$ cat src/rtl/din_filter.sv
// Digital input conditioner: 2-flop synchroniser, optional inversion, debounce,
// and frame-snapshotted sticky edge latches (enabled by DIN_FILTER_EDGE_LATCH_EN).
module din_filter #(
  parameter int                  CHANNELS        = 8,
  parameter int                  DEBOUNCE_CYCLES = 4800,
  parameter int                  CNT_WIDTH       = 16,
  parameter logic [CHANNELS-1:0] INVERT_MASK     = CHANNELS'('h1F)
) (
  input  logic                clk,
  input  logic                rst,
  input  logic [CHANNELS-1:0] din,
  input  logic                frame_done,
  output logic [CHANNELS-1:0] state,
  output logic [CHANNELS-1:0] snap_state,
  output logic [CHANNELS-1:0] snap_rise,
  output logic [CHANNELS-1:0] snap_fall
);

  localparam logic [CNT_WIDTH-1:0] CNT_LAST = CNT_WIDTH'(DEBOUNCE_CYCLES - 1);

  logic [CHANNELS-1:0] sync1_reg;
  logic [CHANNELS-1:0] sync2_reg;
  logic [CHANNELS-1:0] stable_reg;
  logic [CHANNELS-1:0] stable_next;
  logic [CHANNELS-1:0] snap_state_reg;

  always_ff @(posedge clk) begin
    if (rst) begin
      sync1_reg      <= '0;
      sync2_reg      <= '0;
      stable_reg     <= '0;
      snap_state_reg <= '0;
    end else begin
      sync1_reg  <= din;
      sync2_reg  <= sync1_reg ^ INVERT_MASK;
      stable_reg <= stable_next;
      if (frame_done) snap_state_reg <= stable_next;
    end
  end

  // Per-channel debounce: a level is accepted only after DEBOUNCE_CYCLES
  // consecutive mismatching samples; any match restarts the count.
  genvar gi;
  generate
    for (gi = 0; gi < CHANNELS; gi++) begin : g_chan
      logic [CNT_WIDTH-1:0] cnt_reg;
      logic [CNT_WIDTH-1:0] cnt_next;
      logic                 stb_next;

      always_comb begin
        cnt_next = '0;
        stb_next = stable_reg[gi];
        if (sync2_reg[gi] != stable_reg[gi]) begin
          if (cnt_reg == CNT_LAST) stb_next = sync2_reg[gi];
          else                     cnt_next = cnt_reg + 1'b1;
        end
      end

      always_ff @(posedge clk) begin
        if (rst) cnt_reg <= '0;
        else     cnt_reg <= cnt_next;
      end

      assign stable_next[gi] = stb_next;
    end
  endgenerate

  assign state      = stable_reg;
  assign snap_state = snap_state_reg;

`ifdef DIN_FILTER_EDGE_LATCH_EN
  logic [CHANNELS-1:0] rise_evt;
  logic [CHANNELS-1:0] fall_evt;
  logic [CHANNELS-1:0] rise_lat_reg;
  logic [CHANNELS-1:0] fall_lat_reg;
  logic [CHANNELS-1:0] snap_rise_reg;
  logic [CHANNELS-1:0] snap_fall_reg;

  assign rise_evt = stable_next & ~stable_reg;
  assign fall_evt = ~stable_next & stable_reg;

  // An event on the frame_done edge goes straight into the snapshot and is
  // not left in the latch, so it is reported exactly once.
  always_ff @(posedge clk) begin
    if (rst) begin
      rise_lat_reg  <= '0;
      fall_lat_reg  <= '0;
      snap_rise_reg <= '0;
      snap_fall_reg <= '0;
    end else if (frame_done) begin
      snap_rise_reg <= rise_lat_reg | rise_evt;
      snap_fall_reg <= fall_lat_reg | fall_evt;
      rise_lat_reg  <= '0;
      fall_lat_reg  <= '0;
    end else begin
      rise_lat_reg <= rise_lat_reg | rise_evt;
      fall_lat_reg <= fall_lat_reg | fall_evt;
    end
  end

  assign snap_rise = snap_rise_reg;
  assign snap_fall = snap_fall_reg;
`else
  assign snap_rise = '0;
  assign snap_fall = '0;
`endif

endmodule

$ cat config.mk
export PLATFORM = sky130hd
export DESIGN_NAME = din_filter
export DESIGN_NICKNAME = d
export VERILOG_FILES = /design/src/rtl/din_filter.sv
export SDC_FILE = /design/constraint.sdc
export NUM_CORES = 1
export LEC_CHECK = 0
export CAP_MARGIN = 15
export CORE_MARGIN = 5
export CORE_UTILIZATION = 54
export DETAILED_ROUTE_END_ITERATION = 10
export PLACE_DENSITY = 0.76
export SETUP_SLACK_MARGIN = 0.5
export SLEW_MARGIN = 20
export SYNTH_ARGS = -nofsm -noshare
export SYNTH_HDL_FRONTEND = slang
export SYNTH_SLANG_ARGS = --single-unit
$ cat constraint.sdc
create_clock -name clk -period 2.3 [get_ports clk]
set_clock_uncertainty 0.1 [all_clocks]
set_input_delay 0.345 -clock clk [delete_from_list [all_inputs] [get_ports clk]]
set_output_delay 0.345 -clock clk [all_outputs]
set_load 0.005 [all_outputs]
# Word level (Yosys, flattened, before mapping)
# Cells that the tools add are included.
# W data, S select, Z words.
[totals]
ff_bits = 160
input_bits = 11
out_inout_bits = 32
elab_cells = 69
[op_classes]
add_sub_neg = 8
eq_ne = 16
muxes = 16
n_bitwise = 9
reduce_logical = 8
[ops]
columns = ["cell", "count"]
rows = [
  ["$add A16 B1 Y16 const B", 8],
  ["$eq A16 B13 Y1 const B", 8],
  ["$reduce_or A3 Y1", 8],
  ["$mux W1", 16],
  ["$ne A1 B1 Y1", 8],
  ["$not A1 Y1", 8],
  ["$not A5 Y5", 1],
]

# Logic depth before layout (Yosys ltp)
[logic_depth]
depth_word = 3
depth_mapped = 7
mapped_depth_nobuf = 5

# Least setup slack after synthesis
# No wires, ideal clock.
[synth_path]
kind = "register -> register"
start = "register g_chan[4].cnt_reg[0]"
end = "register g_chan[4].cnt_reg[0]"
setup_ps = 122
arrival_ps = 1807
required_ps = 2078
path_slack_ps = 272
stages_incl_launch_ff = 8
n_path_buf = 2
synth_period_minus_slack_ps = 2028
path_cell_list = "dfxtp_1 > ha_1 > or4b_4 > nor4_4 > or3_1 > buf_6 > buf_8 > nor2_1"
[synth_via]
elab_chain_cells = 2
word_cells_on_any_way = 3
cone_classes = "1 x add/sub; 1 x eq/ne; 1 x reduce/logical"
[synth_lines]
columns = ["item", "line", "source"]
rows = [
  ["start: declaration", "46", "logic [CNT_WIDTH-1:0] cnt_reg;"],
  ["start signal: assignment", "61", "else cnt_reg <= cnt_next;"],
  ["parallel branches: the longest is 2 deep, another holds $add A16 B1 Y16", "--", ""],
]
# Parallel ways; which one is timed is not known.
# A chain may end at the register's enable or synchronous reset.

# Worst setup path in the final report
[layout_path]
start = "register g_chan[4].cnt_reg[11]"
end = "register snap_state_reg[4] (netlist: snap_state[4])"
[layout_via]
elab_chain_cells = 3
[layout_lines]
columns = ["item", "line", "source"]
rows = [
  ["$eq A16 B13 Y1", "54", "if (cnt_reg == CNT_LAST) stb_next = sync2_reg[gi];"],
  ["$mux W1", "54", ""],
  ["$mux W1", "53", "if (sync2_reg[gi] != stable_reg[gi]) begin"],
  ["end signal: assignment", "37", "if (frame_done) snap_state_reg <= stable_next;"],
  ["end: declaration", "25", "logic [CHANNELS-1:0] snap_state_reg;"],
]
# No other way between the ends.

==> impl_metrics.py <==
metrics = {
    "cts": {
        "root_buffer": "clkbuf_16",
        "cts_buffer_depth": 2,
        "path_clk_slew_ns": 0.06,
        "cts_hold_buf": 0,
        "clock_latency_ns": 0.42,
        "cts_tree": "built",
        "clock-sinks": 160,
        "h-tree-depth": 4,
        "cts_buffers": 17,
    },
    "critical_path": {
        "worstPathCellList": "or4_4 > nor4_4 > mux2i_2 > a211oi_2",
        "cp_max_fo": 3,
        "critPathRequiredTime_ns": 2.50,
        "cp.arrival_ns": 2.09,
        "reg2regPathDepth": 4,
        "cp_slowest_stage_delay_ns": 0.54,
        "timing.rr.end": "snap_state[4]$_SDFFE_PP0P_",
        "r2r_slack_ns": 0.41,
        "regToRegStartpoint": "g_chan[4].cnt_reg[11]$_SDFF_PP0_",
        "critPathSlowestCell": "or4_4",
        "crit_type": "register to register",
        "critPathTopFamily": "simple AND/OR/NAND/NOR gates",
        "cp_num_buf_inv": 0,
        "cp_num_cells": 4,
        "end_kind": "register",
        "crit_path_start_kind": "register",
    },
    "global_routing": {
        "grt_pass1_vias": 5324,
        "grt_max_degree": 42,
        "grt_pass1_wl_mm": 23.6,
        "grt_usage": 0.192,
        "gr-total-overflow": 0,
        "antenna_found_initial": 0,
    },
    "cells_and_area": {
        "antennaDiodeCount": 0,
        "area_delta_synth_final_pct": 18.4,
        "final_cell_mix": "dfxtp_1, nor2_1, xnor2_1, nand3_1, xor2_1",
        "final_common_cell": "dfxtp_1",
        "nNetsFinal": 831,
        "design_area_sq_um": 8230,
        "fillers": 1029,
        "drive_gt1_frac": 0.140,
        "largest_reg_flops": 128,
    },
    "routing": {
        "wire_per_inst_microns": 13.9,
        "drc": 0,
        "ant_nets": 0,
        "drt-total-wl_mm": 13.8,
        "drt-vias-per-instance": 5.54,
        "vias": 5500,
        "drt_pass1_iterations": 6,
        "drt_first_iter_violations": 349,
    },
    "floorplan": {
        "num_rows": 41,
        "core_area_sq_um": 12600,
        "die_y_microns": 123,
        "start_util": 0.550,
        "fp.dieW_microns": 123,
        "pin_count": 43,
        "dieArea_sq_um": 15200,
    },
    "sta": {
        "setup_viol": 0,
        "rsz0062_at_grt": "yes",
        "period_minus_slack_ns": 1.89,
        "fin_crit_sh": 0.823,
        "fin_setup_tns_ns": 0,
        "clock.fmax_mhz": 528,
        "final_max_slew_viol_count": 0,
        "hold_viol": 0,
    },
    "hold_path": {
        "hold_class": "register to register",
        "hold_path_startpoint": "sync1_reg[3]$_SDFF_PP0_",
        "holdPathEnd": "sync2_reg[3]$_SDFF_PP0_",
        "hold_depth": 1,
    },
    "synth": {
        "yosys_warnings": 0,
        "ys_ff_latch": 160,
        "synth.avg_cell_area_sq_um": 8.97,
        "yosysUniqueCellTypes": 45,
        "netlist.area_leader.share": 0.461,
        "synth_cells": 774,
        "synthTopCellsByArea": "dfxtp_1, nor2_1, xnor2_1, xor2_1, nand3_1",
        "synth-async-reset-ratio": 0,
        "yosysSeqAreaShare": 0.461,
        "synth_ff_type": "dfxtp_1",
        "synth_top_cell_by_area": "dfxtp_1",
        "syn_area_sq_um": 6950,
        "synth_edf_count": 0,
    },
    "power": {
        "power.density_nw_per_um2": 714,
        "ir_worst_vdd_uv": 565,
        "p_leak_nw": 2.62,
    },
    "job": {
        "drv_cap": 0,
    },
    "placed_design": {
        "place_hpwl_mm": 8.79,
        "io_buffer_count": 26,
        "placed_area_sq_um": 7280,
        "routabilityCongestion": 0.863,
    },
    "status": {
        "status": "completed",
    },
}
[how the worst max path moves through the flow]
stage | end | from
detailed placement | g_chan[4].cnt_reg[9]$_SDFF_PP0_ | g_chan[4].cnt_reg[0]$_SDFF_PP0_
global placement | g_chan[7].cnt_reg[13]$_SDFF_PP0_ | rst
floorplan | g_chan[4].cnt_reg[0]$_SDFF_PP0_ | g_chan[4].cnt_reg[13]$_SDFF_PP0_
CTS | snap_state[6]$_SDFFE_PP0P_ | g_chan[6].cnt_reg[0]$_SDFF_PP0_
global route | snap_state[4]$_SDFFE_PP0P_ | g_chan[4].cnt_reg[11]$_SDFF_PP0_
finish | snap_state[4]$_SDFFE_PP0P_ | g_chan[4].cnt_reg[11]$_SDFF_PP0_
[cell families after synthesis]
| group | Yosys count | share of synthesized area |
|---|---|---|
| simple gates | 384 | 0.294 |
| flops | 160 | 0.461 |
| xor+xnor | 100 | 0.126 |
| buf+inv | 60 | 0.0495 |
| compound gates | 54 | 0.0438 |
| fa+ha+maj | 9 | 0.0162 |
| mux | 6 | 0.00865 |
| other cells | 1 | 0.000540 |
[what timing repair did]
item,CTS,global route
setup buffers,7,5
gates resized for setup,26,47
pin swaps,7,19
endpoints found under the hold margin,0,0
endpoints found under the setup margin,101,102
gates cloned,1,0
[where the power goes]
| part | switching [mW] | internal, mW | leakage [nW] |
|---|---|---|---|
| Sequential | 0.0223 | 2.80 | 1.31 |
| Clock | 1.03 | 1.87 | 0.301 |
| Combinational | 0.0817 | 0.0681 | 1.01 |
[cells in the mapped netlist (2+ instances only)]
cell and number:
and4_1 11, nor2_1 138, o21ai_1 2, nand3_1 50
nor2b_1 12, or4_1 10, a211oi_1 5, nor4_1 13
nor3_1 14, xnor2_1 54, nor4b_1 7, mux2i_1 6
xor2_1 46, clkbuf_1 10, buf_2 7, a21oi_1 22
or3_1 15, or2_2 3, inv_1 20, a311oi_1 2
nor3b_1 3, o21ai_0 20, dfxtp_1 160, buf_6 4
nand4_1 40, nand2_1 30, and2_1 6, ha_1 9
and3_1 18, buf_4 16, nor4bb_1 7
[metal layers]
layer  share of wire  track usage
met4           0.019       0.0706
met5               0            0
met2            0.51        0.333
met1            0.44        0.229
met3           0.034       0.0494
[per-stage QoR]
stage	worst slack [ns]	util	hold slack, ns	instances	power (mW)
floorplan	0.504	-	0.263	789	2.99
global placement	0.298	0.577	0.271	951	3.01
detailed placement	0.180	0.577	0.275	951	3.02
CTS	0.438	0.637	0.287	987	5.92
global route	0.361	0.652	0.300	992	6.09
finish	0.407	0.652	0.288	992	5.87
[worst register-to-register path, cell delays in order, from the launching register on]
cell and delay [ns]:
dfxtp_2 0.32, or4_4 0.54, nor4_4 0.41, mux2i_2 0.32, a211oi_2 0.09
[final cells by class]
| cell class | instances | area (sq um) | area share |
|---|---|---|---|
| Clock buffer | 21 | 470 | 0.0572 |
| Tap cell | 172 | 215 | 0.0262 |
| Timing Repair Buffer | 42 | 393 | 0.0478 |
| Clock inverter | 7 | 135 | 0.0164 |
| Multi-Input combinational cell | 570 | 3700 | 0.449 |
| Inverter | 20 | 75.1 | 0.00913 |
| Sequential cell | 160 | 3240 | 0.394 |
(Power assumes the default switching activity.)
